**src/rtl/lcd_write_arbiter.sv**
```systemverilog
// lcd_write_arbiter: shares the single lcd_write SPI engine between NUM_REQ word producers.
// Requester 0 (lcd_init) is the only eligible one until init_done; after that, arbitration
// is round-robin and bursts are capped at MAX_BURST words.
module lcd_write_arbiter #(
   parameter int NUM_REQ   = 3,
   parameter int DATA_W    = 9,
   parameter int MAX_BURST = 1024,
   parameter int CNT_W     = 11
) (
   input  logic                        sys_clk_50MHz,
   input  logic                        sys_rst_n,
   input  logic                        init_done,
   input  logic [NUM_REQ-1:0]          req,
   input  logic [NUM_REQ-1:0]          wr_req,
   input  logic [NUM_REQ*DATA_W-1:0]   wr_data,
   output logic [NUM_REQ-1:0]          grant,
   output logic [NUM_REQ-1:0]          req_wr_done,
   output logic [DATA_W-1:0]           data,
   output logic                        en_write,
   input  logic                        wr_done,
   output logic                        busy,
   output logic                        proto_err
);

   localparam int IDX_W = (NUM_REQ > 1) ? $clog2(NUM_REQ) : 1;

   typedef enum logic [1:0] {
      IDLE,
      GRANT,
      WAIT_DONE,
      RELEASE
   } state_t;

   state_t              state;
   logic [IDX_W-1:0]    cur;
   logic [IDX_W-1:0]    last;
   logic [IDX_W-1:0]    pick_idx;
   logic [IDX_W-1:0]    scan_idx;
   logic                pick_valid;
   logic [CNT_W-1:0]    burst_cnt;
   logic [CNT_W-1:0]    burst_next;
   logic [NUM_REQ-1:0]  eligible;
   logic [DATA_W-1:0]   cur_word;
   logic                cur_req;
   logic                cur_wr;
   logic                cur_allowed;
   logic                release_now;

   // Only requester 0 may use the bus before the panel is initialised.
   assign eligible    = req & {{(NUM_REQ-1){init_done}}, 1'b1};

   // grant is one-hot in GRANT/WAIT_DONE, so masking with it selects the owner's signals.
   assign cur_req     = |(req & grant);
   assign cur_wr      = |(wr_req & grant);
   assign cur_allowed = grant[0] | init_done;
   assign burst_next  = burst_cnt + 1'b1;
   assign release_now = (burst_next == CNT_W'(MAX_BURST)) | ~cur_req | ~cur_allowed;

   assign busy        = (state != IDLE);

   // Completion pulses go only to the owner, and only while a word is actually in flight.
   assign req_wr_done = {NUM_REQ{wr_done & (state == WAIT_DONE)}} & grant;

   // Round-robin search: first eligible index after the last owner, wrapping around.
   always_comb begin
      pick_valid = 1'b0;
      pick_idx   = '0;
      scan_idx   = '0;
      for (int k = 1; k <= NUM_REQ; k++) begin
         scan_idx = IDX_W'((int'(last) + k) % NUM_REQ);
         if (!pick_valid && eligible[scan_idx]) begin
            pick_valid = 1'b1;
            pick_idx   = scan_idx;
         end
      end
   end

   // Word mux: picks the packed word of whichever requester currently holds the grant.
   always_comb begin
      cur_word = '0;
      for (int i = 0; i < NUM_REQ; i++) begin
         if (grant[i]) begin
            cur_word = wr_data[i*DATA_W +: DATA_W];
         end
      end
   end

   // Arbitration FSM with registered grant, word, strobe and error outputs.
   always_ff @(posedge sys_clk_50MHz or negedge sys_rst_n) begin
      if (!sys_rst_n) begin
         state     <= IDLE;
         grant     <= '0;
         data      <= '0;
         en_write  <= 1'b0;
         proto_err <= 1'b0;
         burst_cnt <= '0;
         cur       <= '0;
         last      <= IDX_W'(NUM_REQ - 1);
      end else begin
         en_write  <= 1'b0;
         proto_err <= (|(wr_req & ~grant)) | ((state == WAIT_DONE) & cur_wr);
         case (state)
            IDLE: begin
               if (pick_valid) begin
                  grant     <= {{(NUM_REQ-1){1'b0}}, 1'b1} << pick_idx;
                  cur       <= pick_idx;
                  burst_cnt <= '0;
                  state     <= GRANT;
               end
            end
            GRANT: begin
               if (cur_wr) begin
                  data     <= cur_word;
                  en_write <= 1'b1;
                  state    <= WAIT_DONE;
               end else if (!cur_req || !cur_allowed) begin
                  grant <= '0;
                  last  <= cur;
                  state <= RELEASE;
               end
            end
            WAIT_DONE: begin
               if (wr_done) begin
                  burst_cnt <= burst_next;
                  if (release_now) begin
                     grant <= '0;
                     last  <= cur;
                     state <= RELEASE;
                  end else begin
                     state <= GRANT;
                  end
               end
            end
            RELEASE: begin
               state <= IDLE;
            end
            default: begin
               state <= IDLE;
            end
         endcase
      end
   end

endmodule

```
**config.mk**
```make
export PLATFORM = sky130hd
export DESIGN_NAME = lcd_write_arbiter
export DESIGN_NICKNAME = d
export VERILOG_FILES = /design/src/rtl/lcd_write_arbiter.sv
export SDC_FILE = /design/constraint.sdc
export NUM_CORES = 1
export LEC_CHECK = 0
export CAP_MARGIN = 20
export CORE_MARGIN = 3
export CORE_UTILIZATION = 44
export DETAILED_ROUTE_END_ITERATION = 8
export PLACE_DENSITY_LB_ADDON = 0.1
export SYNTH_ARGS = -nofsm -noshare
export SYNTH_HDL_FRONTEND = slang
export SYNTH_SLANG_ARGS = --single-unit
```
**constraint.sdc**
```tcl
create_clock -name sys_clk_50MHz -period 2.4 [get_ports sys_clk_50MHz]
set_input_delay 0.48 -clock sys_clk_50MHz [delete_from_list [all_inputs] [get_ports sys_clk_50MHz]]
set_output_delay 0.48 -clock sys_clk_50MHz [all_outputs]
set_load 0.05 [all_outputs]
```
==> run_summary.xml, run 1 <==
<?xml version="1.0" encoding="UTF-8"?>
<metrics>
  <group name="sta">
    <metric name="post-route-period-util" unit="%">96.1</metric>
    <metric name="setup_violations" unit="">0</metric>
    <metric name="worst_setup_skew_after_layout" unit="ns">0.0120</metric>
    <metric name="worstMarginPinSlew" unit="ns">0.558</metric>
    <metric name="finalCriticalPeriod" unit="ns">2.31</metric>
    <metric name="max_clock_freq" unit="MHz">434</metric>
    <metric name="fin_hold_ws" unit="ns">0.479</metric>
    <metric name="slew_viol_final" unit="">0</metric>
    <metric name="grt_setup_unrepaired" unit="">no</metric>
    <metric name="final_critical_path_setup_slack" unit="ns">0.0947</metric>
    <metric name="final_hold_viol_count" unit="">0</metric>
    <metric name="relSlewSlack" unit="%">62.7</metric>
  </group>
  <group name="routing">
    <metric name="number_of_detailed_routing_iterations_run_before_antenna_repair" unit="">4</metric>
    <metric name="post-route-drc-count" unit="">0</metric>
    <metric name="wirelength_met1" unit="microns">2800</metric>
    <metric name="avgViaCountPerCell" unit="">5.51</metric>
    <metric name="final_antenna_net_count" unit="">0</metric>
    <metric name="routed-via-count" unit="">2182</metric>
    <metric name="met2_wirelength" unit="microns">2440</metric>
    <metric name="routed-wl-met3" unit="microns">408</metric>
    <metric name="drt-total-wl" unit="microns">5690</metric>
    <metric name="top_signal_layer_used" unit="">met4</metric>
    <metric name="initial_drc_count" unit="">124</metric>
    <metric name="wire_per_inst" unit="microns">14.4</metric>
  </group>
  <group name="global_routing">
    <metric name="antenna_found_initial" unit="">0</metric>
    <metric name="grt_pass1_wl" unit="microns">9640</metric>
    <metric name="largest_net_degree_at_the_start_of_global_routing" unit="">32</metric>
    <metric name="number_of_global_route_vias_before_repair" unit="">1975</metric>
    <metric name="global_route.usage.total" unit="%">19.9</metric>
    <metric name="globalRouteOverflowTotal" unit="">0</metric>
  </group>
  <group name="layout">
    <metric name="post-route-cell-area" unit="sq mm">0.00308</metric>
    <metric name="area.sequential" unit="sq um">781</metric>
    <metric name="syn2layout_area_growth" unit="%">43.1</metric>
    <metric name="num_antenna_cells" unit="">0</metric>
    <metric name="nNetsFinal" unit="">374</metric>
    <metric name="footprint_of_the_multi_input_gates" unit="sq mm">0.00122</metric>
    <metric name="filler_cell_count" unit="">371</metric>
    <metric name="utilization_of_the_core_after_routing" unit="%">67.9</metric>
    <metric name="share_of_final_layout_standard_cells_stronger_than_drive_strength_1" unit="%">19.6</metric>
  </group>
  <group name="clock_network">
    <metric name="cts_tree" unit="">built</metric>
    <metric name="cts.root.buffer_cell" unit="">clkbuf_8</metric>
    <metric name="clock_insertion_delay_worst_skew" unit="ns">0.28</metric>
    <metric name="htreeDepth" unit="">2</metric>
    <metric name="max-clock-path-buffers" unit="">2</metric>
    <metric name="cts_clk_pin_slew_worst_paths" unit="ns">0.06</metric>
    <metric name="post_cts_hold_buffer_count" unit="">0</metric>
    <metric name="tritoncts_num_sinks" unit="">31</metric>
    <metric name="cts_made_buffers" unit="">5</metric>
  </group>
  <group name="yosys">
    <metric name="postSynthNetCount" unit="">297</metric>
    <metric name="synth_area_leaders" unit="">dfrtp_1 (35%), nand2_1 (5.2%), o21ai_0 (5.1%)</metric>
    <metric name="yosys.cell_types.count" unit="">53</metric>
    <metric name="synth_enable_flop_cells" unit="">0</metric>
    <metric name="ys_seq_area_share" unit="%">36.1</metric>
    <metric name="synth.ff_latch_count" unit="">31</metric>
    <metric name="mappedNetlistArea" unit="sq mm">0.00215</metric>
    <metric name="postSynthAreaPerCell" unit="sq um">8.51</metric>
    <metric name="synth_largest_type_area_fraction" unit="%">34.9</metric>
    <metric name="synthCells" unit="">253</metric>
    <metric name="synthDominantAreaCellType" unit="">dfrtp_1</metric>
    <metric name="synth_warnings" unit="">0</metric>
    <metric name="ys_top_cells_by_count" unit="">dfrtp_1 (30), nand2_1 (30), o21ai_0 (22), nor2_1 (20)</metric>
    <metric name="async_reset_ff_share" unit="%">100</metric>
    <metric name="synth_top_flop_cell" unit="">dfrtp_1</metric>
  </group>
  <group name="place">
    <metric name="preCtsSetupSlack" unit="ns">-0.116</metric>
    <metric name="place_hpwl" unit="microns">4240</metric>
    <metric name="io_buffers" unit="">54</metric>
    <metric name="place_congestion" unit="">0.828</metric>
    <metric name="dpl_cell_area" unit="sq mm">0.00295</metric>
  </group>
  <group name="power_and_ir_drop">
    <metric name="power.share.clock" unit="%">16.0</metric>
    <metric name="share_comb_of_total_power" unit="%">60.5</metric>
    <metric name="intPower" unit="mW">1.85</metric>
    <metric name="power_leakage" unit="nW">1.34</metric>
    <metric name="power-per-cell-area" unit="mW/mm^2">1090</metric>
    <metric name="share_seq_of_total_power" unit="%">23.5</metric>
    <metric name="p_switching" unit="mW">1.50</metric>
    <metric name="maximum_vdd_ir_drop" unit="mV">0.724</metric>
    <metric name="sw_frac_of_total" unit="%">44.8</metric>
  </group>
  <group name="setup_path">
    <metric name="worst-r2r-setup-slack" unit="ns">0.12</metric>
    <metric name="r2r-start" unit="">burst_cnt[2]</metric>
    <metric name="criticalPathCategory" unit="">reg2out</metric>
    <metric name="startpoint_type" unit="">flop</metric>
    <metric name="worst-r2r-cell-count" unit="">6</metric>
    <metric name="critPathCaptureType" unit="">primary output</metric>
    <metric name="worstReg2RegEnd" unit="">grant[1]</metric>
    <metric name="arrival" unit="ns">1.83</metric>
    <metric name="critical_path_required" unit="ns">1.92</metric>
    <metric name="timing.critical_path.fanout_max" unit="">14</metric>
  </group>
  <group name="floorplan">
    <metric name="floorplan.die_area" unit="sq mm">0.00577</metric>
    <metric name="boundary_pin_count" unit="">55</metric>
    <metric name="chipWidth" unit="microns">75.9</metric>
    <metric name="fp.dieH" unit="microns">75.9</metric>
    <metric name="placementRows" unit="">24</metric>
    <metric name="core_region_area" unit="sq mm">0.00453</metric>
    <metric name="floorplan.initialDensity" unit="%">47.5</metric>
  </group>
  <group name="hold_path">
    <metric name="timing.hold.worst.start" unit="">data[4]</metric>
    <metric name="min_to" unit="">data[4]</metric>
    <metric name="hp-class" unit="">reg2reg</metric>
    <metric name="worst_hold_path.num_cells" unit="">2</metric>
  </group>
  <group name="outcome">
    <metric name="outcome" unit="">finished clean</metric>
  </group>
  <group name="job">
    <metric name="cap_violations" unit="">0</metric>
  </group>
</metrics>
-- worst max-delay path, cell delays in order, from the launching register on --
cell	delay (ns)
dfrtp_1	0.47
buf_4	0.25
clkdlybuf4s50_1	0.83
-- area by class of cell --
type / instances / share of cell area, %
clock buffer: 6 / 2.68
clock inverter: 2 / 1.14
inverter: 17 / 2.07
multi-input combinational: 189 / 39.5
sequential: 31 / 25.4
tap: 65 / 2.64
timing repair buffer: 86 / 26.6
-- placed cells by master, fill, tap and decap left out, types with 3 or more instances in the layout --
master and n:
clkdlybuf4s50_1 49, buf_4 33, nand2_1 30, dfrtp_1 27, o21ai_0 22, nor2_1 20
inv_1 17, a21oi_1 17, a31oi_1 12, a22oi_1 11, mux2i_1 6, ha_1 6
clkbuf_8 6, nand3_1 5, nor3_1 4, o211ai_1 4, buf_12 4, and3_1 3
nand2b_1 3, nand4_1 3, dfrtp_2 3
-- state kept, by name (all words and copies together) (netlist names) --
name,cells
cur,2
proto_err,1
en_write,1
burst_cnt,11
last,2
grant,3
state,2
data,9
-- stage by stage --
| step | setup TNS, ns | std cells | power, mW |
|---|---|---|---|
| after floorplan | 0 | 253 | 2.16 |
| after global placement | -0.0906 | 388 | 2.76 |
| after detailed placement | -0.364 | 388 | 2.79 |
| after CTS | 0 | 396 | 3.34 |
| after global routing | 0 | 396 | 3.58 |
| final | 0 | 396 | 3.35 |
-- how the worst max path moves through the flow --
stage                   endpoint  slack [ns]         start
finish                  grant[1]        0.09      grant[1]
floorplan           burst_cnt[4]        0.05       last[1]
CTS                     grant[1]        0.02  burst_cnt[0]
global route            grant[2]        0.01  burst_cnt[1]
detailed placement      grant[2]       -0.12        req[1]
global placement        grant[1]       -0.05     wr_req[0]
-- timing repair --
| item | 4_1_cts | 5_1_grt |
|---|---|---|
| buffers inserted | 0 | 0 |
| endpoints found under the setup margin | 0 | 12 |
| resized for setup | 0 | 8 |
-- layer usage --
| metal | track usage [%] | vias to the layer above |
|---|---|---|
| li1 | - | 1082 |
| met1 | 28.7 | 1015 |
| met2 | 30.1 | 81 |
| met3 | 5.92 | 4 |
| met4 | 3.44 | 0 |
| met5 | 0 | - |
-- cell families after synthesis --
kind of cell / synth area share (%)
AOI/OAI and AO/OA: 26.7
and+or+nand+nor: 19.1
buffers and inverters: 7.91
DFF: 36.1
muxes: 5.23
adders and majority gates: 4.07
xor gates and xnor gates: 0.814
-- power groups by stage --
stage | registers (mW) | logic [mW] | clock network [mW]
2_1_floorplan | 1.04 | 1.12 | 0
3_3_place_gp | 0.787 | 1.97 | 0
3_5_place_dp | 0.792 | 2.00 | 0
4_1_cts | 0.782 | 2.02 | 0.544
5_1_grt | 0.811 | 2.21 | 0.563
6_report | 0.787 | 2.03 | 0.535
Power figures use the tool's default switching activity.
==> run 2, diff against run 1 <==
--- a/config.mk
+++ b/config.mk
@@ -9,6 +9,7 @@
 export CORE_MARGIN = 3
 export CORE_UTILIZATION = 44
 export DETAILED_ROUTE_END_ITERATION = 8
+export GPL_TIMING_DRIVEN = 0
 export PLACE_DENSITY_LB_ADDON = 0.1
 export SYNTH_ARGS = -nofsm -noshare
 export SYNTH_HDL_FRONTEND = slang
==> run 2 against run 1 <==
  * Sequential power about the same
  * Critical endpoint is now grant[1]
  * Maximum frequency decreased by 1.6%
  * Clock power about the same
  * Clock skew fell by 0.0049 ns
  * Routed wire length increased by 2.8%
  * Register-to-register slack worse by 0.06 ns
  * Critical path type is now in2reg
  * Die area is the same
  * Critical path depth increased by 5
==> run_summary.xml, run 2 (same netlist as run 1, synthesis figures left out) <==
<?xml version="1.0" encoding="UTF-8"?>
<metrics>
  <group name="floorplan">
    <metric name="placementRows" unit="">24</metric>
    <metric name="chipWidth" unit="microns">75.9</metric>
    <metric name="boundary_pin_count" unit="">55</metric>
    <metric name="fp.dieH" unit="microns">75.9</metric>
    <metric name="floorplan.die_area" unit="sq mm">0.00577</metric>
    <metric name="floorplan.initialDensity" unit="%">47.5</metric>
    <metric name="core_region_area" unit="sq mm">0.00453</metric>
  </group>
  <group name="place">
    <metric name="dpl.cell_count" unit="">371</metric>
    <metric name="preCtsSetupSlack" unit="ns">-0.580</metric>
    <metric name="place_congestion" unit="">0.802</metric>
    <metric name="place_hpwl" unit="microns">4060</metric>
    <metric name="dpl_cell_area" unit="sq mm">0.00276</metric>
    <metric name="io_buffers" unit="">53</metric>
  </group>
  <group name="clock_network">
    <metric name="cts.root.buffer_cell" unit="">clkbuf_8</metric>
    <metric name="cts_made_buffers" unit="">5</metric>
    <metric name="cts_tree" unit="">built</metric>
    <metric name="max-clock-path-buffers" unit="">2</metric>
    <metric name="clock_insertion_delay_worst_skew" unit="ns">0.29</metric>
    <metric name="cts_clk_pin_slew_worst_paths" unit="ns">0.07</metric>
    <metric name="tritoncts_num_sinks" unit="">31</metric>
    <metric name="htreeDepth" unit="">2</metric>
  </group>
  <group name="setup_path">
    <metric name="startpoint_type" unit="">primary input</metric>
    <metric name="crit_family" unit="">compound AO/OA/AOI/OAI gates</metric>
    <metric name="crit_path_top_delay_cell" unit="">clkdlybuf4s50_1</metric>
    <metric name="arrival" unit="ns">2.51</metric>
    <metric name="critical_path_required" unit="ns">2.57</metric>
    <metric name="timing.critical_path.fanout_max" unit="">5</metric>
    <metric name="criticalPathCategory" unit="">in2reg</metric>
    <metric name="path_buf_inv" unit="">1</metric>
    <metric name="critPathCaptureType" unit="">flop</metric>
    <metric name="cp_cell_instances" unit="">clkdlybuf4s50_1 -&gt; a22oi_2 -&gt; o2111ai_1 -&gt; a32oi_1 -&gt; a31oi_4 -&gt; nor3b_4 -&gt; mux2_4</metric>
    <metric name="critical_path.max_stage_delay" unit="ns">0.50</metric>
  </group>
  <group name="layout">
    <metric name="max_flop_register" unit="">burst_cnt</metric>
    <metric name="layout_top_registers" unit="">burst_cnt (11), data (9), grant (3)</metric>
    <metric name="nNetsFinal" unit="">368</metric>
    <metric name="share_of_final_layout_standard_cells_stronger_than_drive_strength_1" unit="%">19.7</metric>
    <metric name="final_non_filler_cell_total" unit="">390</metric>
    <metric name="mostFrequentLayoutCells" unit="">clkdlybuf4s50_1 (48), nand2_1 (28), dfrtp_1 (28), o21ai_0 (22), nor2_1 (20)</metric>
    <metric name="num_antenna_cells" unit="">0</metric>
    <metric name="utilization_of_the_core_after_routing" unit="%">68.4</metric>
    <metric name="post-route-cell-area" unit="sq mm">0.00310</metric>
    <metric name="syn2layout_area_growth" unit="%">44.2</metric>
    <metric name="final_common_cell" unit="">clkdlybuf4s50_1</metric>
    <metric name="largest_register_ffs" unit="">11</metric>
  </group>
  <group name="routing">
    <metric name="routed-via-count" unit="">2178</metric>
    <metric name="post-route-drc-count" unit="">0</metric>
    <metric name="initial_drc_count" unit="">136</metric>
    <metric name="avgViaCountPerCell" unit="">5.58</metric>
    <metric name="drt-total-wl" unit="microns">5850</metric>
    <metric name="wire_per_inst" unit="microns">15.0</metric>
    <metric name="number_of_detailed_routing_iterations_run_before_antenna_repair" unit="">4</metric>
    <metric name="final_antenna_net_count" unit="">0</metric>
  </group>
  <group name="sta">
    <metric name="post-route-period-util" unit="%">97.6</metric>
    <metric name="worstMarginPinSlew" unit="ns">0.696</metric>
    <metric name="fin_hold_ws" unit="ns">0.230</metric>
    <metric name="worst_setup_skew_after_layout" unit="ns">0.00704</metric>
    <metric name="final_critical_path_setup_slack" unit="ns">0.0580</metric>
    <metric name="setup_tns_final" unit="ns">0</metric>
    <metric name="final_hold_viol_count" unit="">0</metric>
    <metric name="setup_violations" unit="">0</metric>
    <metric name="finalCriticalPeriod" unit="ns">2.34</metric>
    <metric name="slew_viol_final" unit="">0</metric>
    <metric name="relSlewSlack" unit="%">53.6</metric>
    <metric name="max_clock_freq" unit="MHz">427</metric>
  </group>
  <group name="power_and_ir_drop">
    <metric name="p_switching" unit="mW">1.60</metric>
    <metric name="intPower" unit="mW">1.92</metric>
    <metric name="power.share.clock" unit="%">15.2</metric>
    <metric name="power-per-cell-area" unit="mW/mm^2">1130</metric>
    <metric name="maximum_vdd_ir_drop" unit="mV">0.754</metric>
    <metric name="share_seq_of_total_power" unit="%">22.4</metric>
    <metric name="sw_frac_of_total" unit="%">45.3</metric>
    <metric name="totalPowerFinal" unit="mW">3.52</metric>
    <metric name="share_comb_of_total_power" unit="%">62.4</metric>
    <metric name="power_leakage" unit="nW">1.31</metric>
  </group>
  <group name="global_routing">
    <metric name="globalRouteOverflowTotal" unit="">0</metric>
    <metric name="antenna_found_initial" unit="">0</metric>
    <metric name="largest_net_degree_at_the_start_of_global_routing" unit="">32</metric>
    <metric name="number_of_global_route_vias_before_repair" unit="">2027</metric>
    <metric name="global_route.usage.total" unit="%">20.6</metric>
    <metric name="grt_pass1_wl" unit="microns">9740</metric>
  </group>
  <group name="hold_path">
    <metric name="hp-class" unit="">in2async</metric>
  </group>
  <group name="outcome">
    <metric name="outcome" unit="">finished clean</metric>
  </group>
  <group name="job">
    <metric name="cap_violations" unit="">0</metric>
  </group>
</metrics>
## run 2: worst paths after layout
| path | start | endpoint | slack [ns] | cells after the start |
|---|---|---|---|---|
| hold reg to reg | data[5] | data[5] | 0.49 | 2 |
| setup / recovery | req[1] | grant[1] | 0.06 | 7 |
| max in group asynchronous | sys_rst_n | burst_cnt[1] | 1.68 | 1 |
| setup reg to reg | last[1] | grant[1] | 0.06 | 8 |
| min in group sys_clk_50MHz | data[5] | data[5] | 0.49 | 2 |
| hold / removal | sys_rst_n | data[2] | 0.23 | 1 |
## run 2: area by class of cell
| cell class | count | area (sq um) |
|---|---|---|
| Timing Repair Buffer | 65 | 607 |
| Clock buffer | 6 | 82.6 |
| Clock inverter | 2 | 35.0 |
| Sequential cell | 31 | 779 |
| Fill cell | 368 | 1430 |
| Inverter | 17 | 63.8 |
| Tap cell | 65 | 81.3 |
| Buffer | 15 | 125 |
| Multi-Input combinational cell | 189 | 1330 |
## run 2: what timing repair did
item,in CTS,in global routing
cloned,0,0
resized for setup,15,29
setup buffers,2,10
hold buffers,0,0
pin swaps,2,9
setup endpoints to repair,17,15
## run 2: routing by layer
layer,global-route usage (%),wire length (microns),vias to the layer above
li1,-,-,1075
met1,26.6,2650,1024
met2,33.2,2640,73
met3,6.87,497,6
met4,5.43,65,0
met5,0,0,-
## run 2: worst reg2reg max path: cells and delay by family (launching register included)
kind | cells | cell delay [ns]
flops | 1 | 0.54
mux | 1 | 0.33
fa+ha+maj | 1 | 0.27
compound gates | 1 | 0.27
buf+inv | 2 | 0.26
simple gates | 3 | 0.56
## run 2: power groups by stage
stage	Clock (mW)	Sequential (mW)	Combinational, mW
2_1_floorplan	0	1.04	1.12
3_3_place_gp	0	0.782	1.89
3_5_place_dp	0	0.787	1.90
4_1_cts	0.548	0.776	1.99
5_1_grt	0.568	0.807	2.38
6_report	0.535	0.788	2.20
